===== src/rtl/video_stream_packetizer.sv =====
// Purpose: turns the camera pixel strobe (pixel + frame-start, no stall) into SOP/EOP-framed ready/valid beats.
// Latency: a pixel accepted at edge N is presented on data_out after edge N when the FIFO was empty.
// Backpressure: a show-ahead FIFO absorbs ready_in stalls; on overflow the frame is cut and closed with an EOP terminator.
//
// Ports:
//   clk, reset                    - single clock, asynchronous active-high reset
//   pixel_in/pixel_valid_in       - RGB444 pixel and its strobe (source cannot stall)
//   frame_start_in                - marks the first pixel of a frame (qualified by pixel_valid_in)
//   ready_in/valid_out            - downstream handshake; beat = data_out + startofpacket_out/endofpacket_out
//   frame_dropped_out             - one-cycle pulse when the current frame is truncated
//   fifo_level_out                - registered FIFO occupancy
module video_stream_packetizer #(
  parameter int IMG_WIDTH  = 320,
  parameter int IMG_HEIGHT = 240,
  parameter int FIFO_DEPTH = 16
) (
  input  logic                          clk,
  input  logic                          reset,
  input  logic [11:0]                   pixel_in,
  input  logic                          pixel_valid_in,
  input  logic                          frame_start_in,
  input  logic                          ready_in,
  output logic                          valid_out,
  output logic [11:0]                   data_out,
  output logic                          startofpacket_out,
  output logic                          endofpacket_out,
  output logic                          frame_dropped_out,
  output logic [$clog2(FIFO_DEPTH):0]   fifo_level_out
);

  localparam int PTR_W = $clog2(FIFO_DEPTH);
  localparam int LVL_W = PTR_W + 1;
  localparam int COL_W = (IMG_WIDTH  > 1) ? $clog2(IMG_WIDTH)  : 1;
  localparam int ROW_W = (IMG_HEIGHT > 1) ? $clog2(IMG_HEIGHT) : 1;
  localparam logic [COL_W-1:0] COL_LAST     = COL_W'(IMG_WIDTH - 1);
  localparam logic [ROW_W-1:0] ROW_LAST     = ROW_W'(IMG_HEIGHT - 1);
  localparam logic [LVL_W-1:0] LVL_FULL     = LVL_W'(FIFO_DEPTH);
  localparam logic             SINGLE_PIXEL = (IMG_WIDTH * IMG_HEIGHT == 1);

  typedef struct packed {
    logic        sop;
    logic        eop;
    logic [11:0] pix;
  } entry_t;

  typedef enum logic [1:0] {W_IDLE, W_CAPTURE, W_TERM, W_DROP} wstate_t;

  // ---------------- FIFO ----------------
  entry_t           mem [FIFO_DEPTH];
  logic [PTR_W-1:0] wr_ptr, rd_ptr;
  logic [LVL_W-1:0] level;
  entry_t           head;
  entry_t           wr_entry;
  logic             wr_en, pop, wr_ok;

  assign head      = mem[rd_ptr];
  assign valid_out = (level != '0);
  assign pop       = valid_out && ready_in;
  // A full FIFO still takes a write when the head leaves in the same cycle.
  assign wr_ok     = (level != LVL_FULL) || pop;

  // Gate the head with valid so stale RAM contents never reach the outputs.
  assign data_out          = valid_out ? head.pix : 12'h000;
  assign startofpacket_out = valid_out && head.sop;
  assign endofpacket_out   = valid_out && head.eop;
  assign fifo_level_out    = level;

  always_ff @(posedge clk) begin
    if (wr_en) mem[wr_ptr] <= wr_entry;
  end

  always_ff @(posedge clk or posedge reset) begin
    if (reset) begin
      wr_ptr <= '0;
      rd_ptr <= '0;
      level  <= '0;
    end else begin
      if (wr_en) wr_ptr <= wr_ptr + 1'b1;
      if (pop)   rd_ptr <= rd_ptr + 1'b1;
      case ({wr_en, pop})
        2'b10:   level <= level + 1'b1;
        2'b01:   level <= level - 1'b1;
        default: level <= level;
      endcase
    end
  end

  // ---------------- write FSM ----------------
  wstate_t          state, state_n;
  logic [COL_W-1:0] col, col_n;
  logic [ROW_W-1:0] row, row_n;
  logic             sop_written, sop_written_n;
  logic             term_to_idle, term_to_idle_n;  // terminator was caused by an early frame start
  logic             drop_n;
  logic             frame_last;

  assign frame_last = (col == COL_LAST) && (row == ROW_LAST);

  always_ff @(posedge clk or posedge reset) begin
    if (reset) begin
      state             <= W_IDLE;
      col               <= '0;
      row               <= '0;
      sop_written       <= 1'b0;
      term_to_idle      <= 1'b0;
      frame_dropped_out <= 1'b0;
    end else begin
      state             <= state_n;
      col               <= col_n;
      row               <= row_n;
      sop_written       <= sop_written_n;
      term_to_idle      <= term_to_idle_n;
      frame_dropped_out <= drop_n;
    end
  end

  always_comb begin
    state_n        = state;
    col_n          = col;
    row_n          = row;
    sop_written_n  = sop_written;
    term_to_idle_n = term_to_idle;
    drop_n         = 1'b0;
    wr_en          = 1'b0;
    wr_entry.sop   = 1'b0;
    wr_entry.eop   = 1'b0;
    wr_entry.pix   = pixel_in;

    case (state)
      // W_DROP resumes exactly like W_IDLE once a frame start shows up.
      W_IDLE, W_DROP: begin
        if (pixel_valid_in && frame_start_in) begin
          if (wr_ok) begin
            wr_en         = 1'b1;
            wr_entry.sop  = 1'b1;
            wr_entry.eop  = SINGLE_PIXEL;
            sop_written_n = !SINGLE_PIXEL;
            // Position after pixel (0,0); a one-column image wraps straight to row 1.
            if (COL_LAST == '0) begin
              col_n = '0;
              row_n = ROW_W'(1);
            end else begin
              col_n = COL_W'(1);
              row_n = '0;
            end
            state_n = SINGLE_PIXEL ? W_IDLE : W_CAPTURE;
          end else begin
            // Nothing was written for this frame, so no terminator is owed.
            drop_n  = 1'b1;
            state_n = W_DROP;
          end
        end
      end

      W_CAPTURE: begin
        if (pixel_valid_in) begin
          if (frame_start_in) begin
            drop_n         = 1'b1;
            term_to_idle_n = 1'b1;
            state_n        = W_TERM;
          end else if (!wr_ok) begin
            drop_n         = 1'b1;
            term_to_idle_n = 1'b0;
            state_n        = W_TERM;
          end else begin
            wr_en        = 1'b1;
            wr_entry.sop = !sop_written;
            wr_entry.eop = frame_last;
            if (frame_last) begin
              col_n         = '0;
              row_n         = '0;
              sop_written_n = 1'b0;
              state_n       = W_IDLE;
            end else if (col == COL_LAST) begin
              col_n = '0;
              row_n = row + 1'b1;
            end else begin
              col_n = col + 1'b1;
            end
          end
        end
      end

      W_TERM: begin
        if (wr_ok) begin
          wr_en         = 1'b1;
          wr_entry.sop  = 1'b0;
          wr_entry.eop  = 1'b1;
          wr_entry.pix  = 12'h000;
          col_n         = '0;
          row_n         = '0;
          sop_written_n = 1'b0;
          state_n       = term_to_idle ? W_IDLE : W_DROP;
        end
      end

      default: state_n = W_IDLE;
    endcase
  end

endmodule


===== config.mk =====
export PLATFORM = sky130hd
export DESIGN_NAME = video_stream_packetizer
export DESIGN_NICKNAME = d
export VERILOG_FILES = /design/src/rtl/video_stream_packetizer.sv
export SDC_FILE = /design/constraint.sdc
export NUM_CORES = 1
export LEC_CHECK = 0
export BUFFER_PORTS_ARGS = -buffer_cell sky130_fd_sc_hd__clkbuf_2
export CAP_MARGIN = 20
export CORE_MARGIN = 1.5
export CORE_UTILIZATION = 35
export CTS_CLUSTER_DIAMETER = 50
export DETAILED_ROUTE_END_ITERATION = 12
export GPL_ROUTABILITY_DRIVEN = 0
export SYNTH_ARGS = -nofsm -noshare
export SYNTH_HDL_FRONTEND = slang
export SYNTH_SLANG_ARGS = --single-unit

===== constraint.sdc =====
create_clock -name clk -period 3.5 [get_ports clk]
set_input_delay 0.35 -clock clk [delete_from_list [all_inputs] [get_ports clk]]
set_output_delay 0.35 -clock clk [all_outputs]
set_load 0.02 [all_outputs]

==> metrics.txt <==
syn nets 613; drc violations 0; die height 179 um; FP Rows 64; Root Buffer clkbuf_16; final period utilization 0.950; CP Max Fanout 27; CTS tree yes; count of cell types in the netlist 55; Power Total 10.2 mW; post-synth top area share 0.621; most frequent CP cell mux4_2; Relative slew margins 0.341; P_leak 4.29 nW; post_cts resized 0; Routed Antenna Nets 0; Power Density 818 nW/um2; Post-synth EDFFs 224; Clk Latency, worst-skew pair 0.55 ns; sequential share of the synthesized area 0.702; most frequent cells in the layout 224 x edfxtp_1, 67 x mux4_2, 37 x clkbuf_2, 33 x dfrtp_1, 29 x clkbuf_16; gr usage total 0.145; crit path DAT 2.98 ns; most common cell after layout, fill and taps aside edfxtp_1; status complete, no violations; CTS Sinks 259; Hold Crit Class in -> reg; clk slew on worst S/H paths 0.06 ns; Period minus WS final 3.33 ns; Chip Width 179 um; Nets 682; die area 32000 um2; clk buf depth 3; worst path required time 3.15 ns; Max rail drop VDD 0.455 mV; TNS Setup 0 ns; critical path's slowest cell dfrtp_4; critical path class reg -> out; startpoint types flip-flop; GRT Residual Overflow 0; via count 5526; post-placement cell area 11600 um2; main area contributors after synthesis edfxtp_1 62%, mux4_2 14%, dfrtp_1 8.1%; Synth Flop Type edfxtp_1; Initial Util 0.355; crit-path max cell delay 0.77 ns; io pins 38; Worst-Margin Slew 0.989 ns; vias per cell 5.16; CORE AREA 30500 um2; area growth from synthesis to layout 15.4%; Final Slew Violations 0; final setup fails 0; vias in the first global route 5784; port bufs 37; antenna violations before repair 0; flops & latches, synth 259; Critical Path End Type output port; DRT iter0 DRCs 508; Ant. Diodes 0; final clock skew 0.0202 ns; share of cells above drive strength 1 0.288; HPWL after DPL 13000 um; number of max-cap violations 0; H-tree levels 1; ys async rst share 0.135; largest net degree at the start of global routing 36; global-route wire length before repair 34500 um; unrepaired setup endpoints after global routing no; Syn Inst Count 584; sequence of cells on the critical path buf_4, mux4_2, mux4_2, nor2b_1, clkbuf_2; DRT Wirelength 22400 um; Mapped Avg Cell Area 18.6 um2; Cell Area, Synth 10800 um2; drt pass-1 iters 4; Synth area leader edfxtp_1; Avg WL per Cell 20.9 um; Final Hold Violating Endpoints 0; TritonCTS Buffers 29; synth warn 0; f_max 0.301 GHz; final instance area 12500 um2
[cell usage after synthesis (all sizes together), types with 4 or more instances]
master and number:
a21oi 11, and2 13, and3 7, buf 14
clkbuf 14, dfrtp 35, edfxtp 224, ha 12
inv 13, mux2 5, mux4 70, nand2 21
nand2b 6, nand3 8, nand4 4, nor2 30
nor2b 18, nor3 11, nor3b 5, o21ai 15
o31ai 4, xnor2 9, xor2 11
[stage by stage]
| step | std cells | setup slack, ns | hold WS (ns) | utilization |
|---|---|---|---|---|
| 4_1_cts | 1070 | 0.112 | 0.145 | 0.410 |
| 2_1_floorplan | 584 | 0.412 | 0.454 | - |
| 3_3_place_gp | 1017 | 0.677 | 0.454 | 0.380 |
| 6_report | 1070 | 0.174 | 0.170 | 0.410 |
| 3_5_place_dp | 1017 | 0.521 | 0.469 | 0.380 |
| 5_1_grt | 1070 | 0.0172 | 0.180 | 0.410 |
[power breakdown]
part | switching [mW] | total, mW | internal (mW)
Combinational | 1.70 | 3.25 | 1.55
Clock | 1.22 | 2.82 | 1.60
Sequential | 0.377 | 4.15 | 3.78
Total | 3.30 | 10.2 | 6.93
[worst max-delay path, delay by kind of cell (launching register included)]
kind                   cells  cell delay, ns
multiplexers               2            1.00
flip-flops                 1            0.77
buffers and inverters      2            0.49
AND/OR/NAND/NOR            1            0.14
[path summary, 6_finish.rpt]
kind	from	endpoint	slack [ns]	cells after the start
max reg2reg	state[0]	fifo_level_out[2]	0.45	13
min	pixel_valid_in	frame_dropped_out	0.17	2
min in group asynchronous	reset	term_to_idle	0.44	4
max	rd_ptr[0]	data_out[3]	0.17	5
min reg2reg	term_to_idle	term_to_idle	0.49	1
max in group asynchronous	reset	rd_ptr[0]	2.71	4
[layout make-up]
type                            instances  area, um2
Clock buffer                           31        733
Clock inverter                         21        160
Fill cell                            2666      18000
Inverter                               13       48.8
Multi-Input combinational cell        284       3030
Sequential cell                       259       7610
Tap cell                              396        495
Timing Repair Buffer                   66        430
[layer usage]
| layer | up-vias | global-route usage | routed length (um) |
|---|---|---|---|
| met1 | 2899 | 0.192 | 9560 |
| met5 | - | 0 | 0 |
| met4 | 0 | 0.0326 | 464 |
| met3 | 34 | 0.0195 | 999 |
| met2 | 126 | 0.252 | 11400 |
| li1 | 2467 | - | - |
[registers in the layout, indices dropped and copies added, names as in the netlist]
name and flops:
wr_ptr 4, term_to_idle 1, col 9, row 8, sop_written 1, state 2
frame_dropped_out 1, rd_ptr 4, fifo_level_out 5, mem 224
[repair_timing]
| action | CTS | global route |
|---|---|---|
| buffers inserted | 0 | 0 |
| hold buffers | 1 | 0 |
| endpoints found under the hold margin | 35 | 0 |
| setup endpoints to repair | 0 | 0 |
[logic make-up (layout without fill, tap and decap cells)]
family,after synthesis,in the layout,share of synthesized area
compound gates,48,48,0.0305
xor+xnor,20,20,0.0162
fa+ha+maj,12,12,0.0139
buf+inv,41,131,0.0206
flops,259,259,0.702
mux,75,75,0.152
simple gates,129,129,0.0650
(Power assumes the default switching activity.)
